### src/rtl/rsc_pkg.sv
// Shared definitions for the RISC core: opcodes, ALU function codes,
// instruction field positions, the control word and the opcode decoder.
package rsc_pkg;

  localparam int unsigned DW   = 32;
  localparam int unsigned AW   = 5;
  localparam int unsigned FSW  = 5;
  localparam int unsigned OPW  = 7;
  localparam int unsigned IMMW = 15;

  localparam int unsigned OP_MSB  = 31;
  localparam int unsigned OP_LSB  = 25;
  localparam int unsigned DR_MSB  = 24;
  localparam int unsigned DR_LSB  = 20;
  localparam int unsigned SA_MSB  = 19;
  localparam int unsigned SA_LSB  = 15;
  localparam int unsigned SB_MSB  = 14;
  localparam int unsigned SB_LSB  = 10;
  localparam int unsigned IMM_MSB = 14;
  localparam int unsigned IMM_LSB = 0;

  localparam logic [OPW-1:0] OP_NOP = 7'b0000000;
  localparam logic [OPW-1:0] OP_ADD = 7'b0000010;
  localparam logic [OPW-1:0] OP_SUB = 7'b0000101;
  localparam logic [OPW-1:0] OP_AND = 7'b0001000;
  localparam logic [OPW-1:0] OP_OR  = 7'b0001001;
  localparam logic [OPW-1:0] OP_ADI = 7'b0100010;
  localparam logic [OPW-1:0] OP_LD  = 7'b0100001;
  localparam logic [OPW-1:0] OP_ST  = 7'b0000001;
  localparam logic [OPW-1:0] OP_JML = 7'b0110111;

  localparam logic [FSW-1:0] FS_PASS_A = 5'b00000;
  localparam logic [FSW-1:0] FS_ADD    = 5'b00010;
  localparam logic [FSW-1:0] FS_SUB    = 5'b00101;
  localparam logic [FSW-1:0] FS_AND    = 5'b01000;
  localparam logic [FSW-1:0] FS_OR     = 5'b01001;

  typedef struct packed {
    logic           ma;
    logic           mb;
    logic           cs;
    logic           rw;
    logic           md;
    logic           mw;
    logic [FSW-1:0] fs;
  } ctrl_t;

  // Unknown opcodes fall through to an all-zero (NOP) control word.
  function automatic ctrl_t decode(input logic [OPW-1:0] op);
    ctrl_t c;
    c = '0;
    case (op)
      OP_ADD: begin c.fs = FS_ADD; c.rw = 1'b1; end
      OP_SUB: begin c.fs = FS_SUB; c.rw = 1'b1; end
      OP_AND: begin c.fs = FS_AND; c.rw = 1'b1; end
      OP_OR:  begin c.fs = FS_OR;  c.rw = 1'b1; end
      OP_ADI: begin c.fs = FS_ADD; c.mb = 1'b1; c.cs = 1'b1; c.rw = 1'b1; end
      OP_LD:  begin c.fs = FS_PASS_A; c.md = 1'b1; c.rw = 1'b1; end
      OP_ST:  begin c.fs = FS_PASS_A; c.mw = 1'b1; end
      OP_JML: begin c.fs = FS_PASS_A; c.ma = 1'b1; c.rw = 1'b1; end
      default: c = '0;
    endcase
    return c;
  endfunction

endpackage

### src/rtl/operand_fwd_mux.sv
// Resolves one source operand: R0 is zero, then EX forward (non-load),
// then write-back forward, otherwise the register-file read data.
module operand_fwd_mux
  import rsc_pkg::*;
(
  input  logic [AW-1:0] src,
  input  logic [DW-1:0] rf_data,
  input  logic          ex_fwd_rw,
  input  logic [AW-1:0] ex_fwd_da,
  input  logic          ex_fwd_md,
  input  logic [DW-1:0] ex_fwd_data,
  input  logic          wb_rw,
  input  logic [AW-1:0] wb_da,
  input  logic [DW-1:0] wb_data,
  output logic [DW-1:0] operand_c
);

  always_comb begin
    operand_c = rf_data;
    if (src == '0) begin
      operand_c = '0;
    end else if (ex_fwd_rw && (ex_fwd_da == src) && !ex_fwd_md) begin
      operand_c = ex_fwd_data;
    end else if (wb_rw && (wb_da == src)) begin
      operand_c = wb_data;
    end
  end

endmodule

### src/rtl/operand_fetch_stage.sv
// Decode/operand-fetch stage: IR latch, decode, operand forwarding,
// load-use stall and the DOF/EX pipeline register.
module operand_fetch_stage
  import rsc_pkg::*;
(
  input  logic           clk,
  input  logic           rst_n,
  input  logic           if_valid,
  input  logic [DW-1:0]  if_ir,
  input  logic [DW-1:0]  if_pc_1,
  output logic           if_stall,
  output logic [AW-1:0]  rf_aa,
  output logic [AW-1:0]  rf_ba,
  input  logic [DW-1:0]  rf_a,
  input  logic [DW-1:0]  rf_b,
  input  logic           ex_fwd_rw,
  input  logic [AW-1:0]  ex_fwd_da,
  input  logic           ex_fwd_md,
  input  logic [DW-1:0]  ex_fwd_data,
  input  logic           wb_rw,
  input  logic [AW-1:0]  wb_da,
  input  logic [DW-1:0]  wb_data,
  input  logic           flush,
  output logic           ex_valid,
  output logic           ex_rw,
  output logic           ex_md,
  output logic           ex_mw,
  output logic [AW-1:0]  ex_da,
  output logic [FSW-1:0] ex_fs,
  output logic [DW-1:0]  ex_bus_a,
  output logic [DW-1:0]  ex_bus_b,
  output logic [DW-1:0]  ex_pc_1
);

  logic [DW-1:0] ir;
  logic [DW-1:0] pc_1;
  logic          ir_valid;

  ctrl_t         ctrl;
  logic [AW-1:0] sa;
  logic [AW-1:0] sb;
  logic [DW-1:0] const_val;
  logic [DW-1:0] opnd_a;
  logic [DW-1:0] opnd_b;
  logic [DW-1:0] bus_a;
  logic [DW-1:0] bus_b;
  logic          load_use;
  logic          bubble;

  assign ctrl  = decode(ir[OP_MSB:OP_LSB]);
  assign sa    = ir[SA_MSB:SA_LSB];
  assign sb    = ir[SB_MSB:SB_LSB];
  assign rf_aa = sa;
  assign rf_ba = sb;

  assign const_val = ctrl.cs ? {{(DW-IMMW){ir[IMM_MSB]}}, ir[IMM_MSB:IMM_LSB]}
                             : {{(DW-IMMW){1'b0}},        ir[IMM_MSB:IMM_LSB]};

  operand_fwd_mux u_fwd_a (
    .src         (sa),
    .rf_data     (rf_a),
    .ex_fwd_rw   (ex_fwd_rw),
    .ex_fwd_da   (ex_fwd_da),
    .ex_fwd_md   (ex_fwd_md),
    .ex_fwd_data (ex_fwd_data),
    .wb_rw       (wb_rw),
    .wb_da       (wb_da),
    .wb_data     (wb_data),
    .operand_c   (opnd_a)
  );

  operand_fwd_mux u_fwd_b (
    .src         (sb),
    .rf_data     (rf_b),
    .ex_fwd_rw   (ex_fwd_rw),
    .ex_fwd_da   (ex_fwd_da),
    .ex_fwd_md   (ex_fwd_md),
    .ex_fwd_data (ex_fwd_data),
    .wb_rw       (wb_rw),
    .wb_da       (wb_da),
    .wb_data     (wb_data),
    .operand_c   (opnd_b)
  );

  assign bus_a = ctrl.ma ? pc_1 : opnd_a;
  assign bus_b = ctrl.mb ? const_val : opnd_b;

  // A load in EX cannot forward yet; stall if a source actually consumed here matches it.
  assign load_use = ir_valid && ex_fwd_md && ex_fwd_rw && (ex_fwd_da != '0) &&
                    ((!ctrl.ma && (ex_fwd_da == sa)) ||
                     ((!ctrl.mb || ctrl.mw) && (ex_fwd_da == sb)));

  assign if_stall = load_use && !flush;
  assign bubble   = flush || !ir_valid || load_use;

  // IR latch; a flush still captures fetch but marks it invalid.
  always_ff @(posedge clk or negedge rst_n) begin
    if (!rst_n) begin
      ir       <= '0;
      pc_1     <= '0;
      ir_valid <= 1'b0;
    end else if (!if_stall) begin
      ir       <= if_ir;
      pc_1     <= if_pc_1;
      ir_valid <= if_valid && !flush;
    end
  end

  // DOF/EX register; bubbles load as all-zero.
  always_ff @(posedge clk or negedge rst_n) begin
    if (!rst_n) begin
      ex_valid <= 1'b0;
      ex_rw    <= 1'b0;
      ex_md    <= 1'b0;
      ex_mw    <= 1'b0;
      ex_da    <= '0;
      ex_fs    <= '0;
      ex_bus_a <= '0;
      ex_bus_b <= '0;
      ex_pc_1  <= '0;
    end else if (bubble) begin
      ex_valid <= 1'b0;
      ex_rw    <= 1'b0;
      ex_md    <= 1'b0;
      ex_mw    <= 1'b0;
      ex_da    <= '0;
      ex_fs    <= '0;
      ex_bus_a <= '0;
      ex_bus_b <= '0;
      ex_pc_1  <= '0;
    end else begin
      ex_valid <= 1'b1;
      ex_rw    <= ctrl.rw;
      ex_md    <= ctrl.md;
      ex_mw    <= ctrl.mw;
      ex_da    <= ir[DR_MSB:DR_LSB];
      ex_fs    <= ctrl.fs;
      ex_bus_a <= bus_a;
      ex_bus_b <= bus_b;
      ex_pc_1  <= pc_1;
    end
  end

endmodule

### config.mk
export PLATFORM = sky130hd
export DESIGN_NAME = operand_fetch_stage
export DESIGN_NICKNAME = d
export VERILOG_FILES = /design/src/rtl/rsc_pkg.sv /design/src/rtl/operand_fwd_mux.sv /design/src/rtl/operand_fetch_stage.sv
export SDC_FILE = /design/constraint.sdc
export NUM_CORES = 1
export LEC_CHECK = 0
export CORE_ASPECT_RATIO = 0.5
export CORE_UTILIZATION = 46
export DETAILED_ROUTE_END_ITERATION = 8
export HOLD_SLACK_MARGIN = 0.12
export PLACE_DENSITY_LB_ADDON = 0.12
export SLEW_MARGIN = 0
export SYNTH_ARGS = -nofsm -noshare
export SYNTH_HDL_FRONTEND = slang
export SYNTH_HIERARCHICAL = 1
export SYNTH_SLANG_ARGS = --single-unit
### constraint.sdc
create_clock -name clk -period 2.8 [get_ports clk]
set_input_delay 0.42 -clock clk [delete_from_list [all_inputs] [get_ports clk]]
set_output_delay 0.42 -clock clk [all_outputs]
set_load 0.02 [all_outputs]
==> impl_metrics.csv <==
group,metric,value,unit
timing,worst_slew_pin_slew,0.734,ns
global_routing,grt-ovfl-total,0,
route,wire_per_inst,23.4,um
logic_synthesis,synth-main-ff-cell,"dfrtp_1",
power,p_leak,5.27,nW
worst_setup_path,critPathKind,"in -> out",
timing,setup_viol,0,
logic_synthesis,ys.warnings.count,6,
power,p_sw_frac,0.280,
power,p_int,4.43,mW
route,viasPerCell,6.06,
worst_setup_path,crit_slowest_cell,"clkdlybuf4s50_1",
cts,clkLatencyLatePin,0.43,ns
worst_setup_path,cp-start-kind,"input pin",
worst_setup_path,endpoint_kind,"output pin",
power,power_density,447,mW/mm2
power,combPwrFrac,0.193,
logic_synthesis,synth_cells,857,
cells_and_area,final_cell_area,0.0138,mm2
outcome,violations,"DRC",
worst_setup_path,slowest_delay,0.44,ns
timing,grt_setup_unrepaired,"false",
place,pre_cts_ws,-0.192,ns
route,drt_first_pass_iters,9,
cts,cts_tree,"done",
route,routed_wl,33500,um
cells_and_area,instances_no_fill,1431,
die,die_w,206,um
cts,clk_pin_slew,0.07,ns
die,rows,36,
place,place_area,0.0132,mm2
worst_setup_path,required,2.38,ns
worst_setup_path,path_delay_family,"buffers and inverters",
power,switching_power,1.72,mW
timing,min_period,2.70,ns
worst_setup_path,rr_startpoint,"ir[28]",
timing,skew,0.0105,ns
worst_setup_path,reg2reg_slack,0.38,ns
timing,fin_crit_sh,0.966,
power,pwr-share-seq,0.434,
place,gp_congestion,0.902,
global_routing,grt_start_max_net_pins,66,
timing,whs,0.494,ns
die,start_util,0.481,
die,fp.dieH,104,um
timing,maxSlewViolCount,0,
global_routing,antenna_found_initial,0,
timing,fin_tns_setup,0,ns
logic_synthesis,ys_seq_area_frac,0.453,
power,clkPwrFrac,0.373,
timing,fin_ws,0.0955,ns
worst_setup_path,path_buf_inv,3,
power,peakVddDrop,0.000380,V
die,die-area,0.0215,mm2
route,drc,29,
cells_and_area,syn_to_final_growth,43.3,%
cells_and_area,drive_above_1_share,0.192,
global_routing,grtUsageTotal,0.314,
route,first_iter_violations,634,
logic_synthesis,synth.distinct_cells,43,
place,place_inst,1398,
worst_hold_path,hp-class,"reg -> reg",
timing,fmax,370,MHz
cells_and_area,final_common_cell,"clkdlybuf4s50_1",
logic_synthesis,syn_area,0.00961,mm2
flow_run,max-cap-violations,0,
cells_and_area,final_cell_mix,"325 x clkdlybuf4s50_1, 174 x dfrtp_1, 134 x nor3_1",
die,io_pins,330,
worst_hold_path,hold_path_end,"ir[22]",
logic_synthesis,syn_avg_cell_area,11.2,um2
worst_setup_path,reg2regPathDepth,7,
worst_hold_path,hold_path_depth,1,
timing,finalHoldViolations,0,
worst_setup_path,critPathArrivalTime,2.28,ns
cells_and_area,nets,1361,
logic_synthesis,synthArstFlopShare,1.00,
logic_synthesis,synth_seq_cells,174,
worst_setup_path,worstPathCellList,"clkdlybuf4s50_1 > buf_4 > xor2_1 > nor3_1 > nand4_2 > a21oi_4 > dlygate4sd2_1",
cts,clk_path_buf_depth,2,
cts,cts_buffers,17,
worst_setup_path,critical_path.max_fanout,4,
outcome,status,"complete, but fails checks",
route,ant_nets,0,
logic_synthesis,synth_edf_count,0,
cells_and_area,diodes,0,
cts,root_buffer,"clkbuf_16",
place,io_buffer_count,328,
global_routing,grt_pass1_wl,51000,um
worst_setup_path,startpoint,"ex_fwd_da[0]",
place,dp_hpwl,23600,um
die,core_region_area,0.0200,mm2
timing,slew_headroom,0.511,
worst_setup_path,reg2reg_to,"pc_1[6]",
route,vias,8670,
worst_hold_path,min_from,"ir[22]",
cts,post_cts_buffers,0,
cts,cts_sinks,174,
logic_synthesis,synth_nets,1066,
cts,htree_levels,4,
global_routing,grt_pass1_vias,8798,
## registers in the layout, summed over array words and instances (netlist names)
| name | flops |
|---|---|
| ex_da | 5 |
| ex_md | 1 |
| ex_pc_1 | 32 |
| ex_mw | 1 |
| ex_bus_a | 32 |
| ex_bus_b | 32 |
| ir_valid | 1 |
| pc_1 | 32 |
| ex_fs | 4 |
| ex_rw | 1 |
| ex_valid | 1 |
| ir | 32 |
## worst register-to-register path, cell delays in order, from the launching register on
cell and delay, ns:
dfrtp_1 0.46, nand3b_2 0.21, nor2_4 0.06, or4_4 0.52, a21oi_4 0.21, buf_4 0.17, buf_12 0.27, mux2_2 0.40
## cell usage after synthesis (24+ instances only)
cell type	n	area (um2)
mux2i_1	47	470
a311oi_2	60	901
nor3_1	134	671
buf_2	27	135
nor3b_1	38	285
nand4_1	69	432
xnor2_1	25	219
o21ai_0	54	270
dfrtp_1	174	4350
clkbuf_1	51	191
mux2_4	36	541
mux2_2	24	270
## power groups by stage
stage                     combinational (mW)  clock (mW)  sequential, mW
final                                   1.19        2.29            2.67
after global routing                    1.25        2.44            2.67
after CTS                               1.18        2.32            2.66
after detailed placement                1.17           0            2.71
after global placement                  1.15           0            2.71
after floorplan                        0.469           0            2.75
## cell type report
cell class	count	area, um2
repair buffers	384	3840
clock inverters	12	97.6
well taps	266	333
inverters	3	11.3
clock buffers	20	457
flip-flops and latches	174	4350
multi-input cells	572	4670
fillers	1479	6190
## per-layer routing
layer | wire length (um) | vias to the layer above | GRT usage | part of all wire
met5 | 0 | - | 0 | 0
met4 | 761 | 0 | 0.104 | 0.023
met3 | 2800 | 57 | 0.0686 | 0.084
met2 | 15400 | 466 | 0.487 | 0.46
met1 | 14600 | 4310 | 0.433 | 0.44
li1 | - | 3837 | - | -
## repair_timing
| item | in CTS | in global routing |
|---|---|---|
| hold buffers | 1 | 0 |
| gates resized for setup | 1 | 0 |
| endpoints found under the hold margin | 58 | 0 |
| endpoints found under the setup margin | 1 | 0 |
## cells by family after synthesis
| family | share of synthesized area |
|---|---|
| buffers and inverters | 0.0650 |
| AO/OA/AOI/OAI | 0.146 |
| XOR/XNOR | 0.0283 |
| other | 0.000390 |
| flip-flops | 0.453 |
| multiplexers | 0.138 |
| AND/OR/NAND/NOR | 0.169 |
## stage by stage
| step | util | total power [mW] |
|---|---|---|
| floorplan | - | 3.22 |
| global placement | 0.662 | 3.86 |
| detailed placement | 0.662 | 3.88 |
| CTS | 0.690 | 6.17 |
| global route | 0.690 | 6.37 |
| finish | 0.690 | 6.15 |
## how the worst max path moves through the flow
stage / to / slack, ns / cells past startpoint
after floorplan: ir[12] / 0.72 / 7
after global placement: if_stall / -0.11 / 6
after detailed placement: if_stall / -0.19 / 7
after CTS: if_stall / 0.08 / 7
after global routing: if_stall / 0.0006 / 7
final: if_stall / 0.1 / 7
No activity file was read; power rests on OpenSTA's default activity.
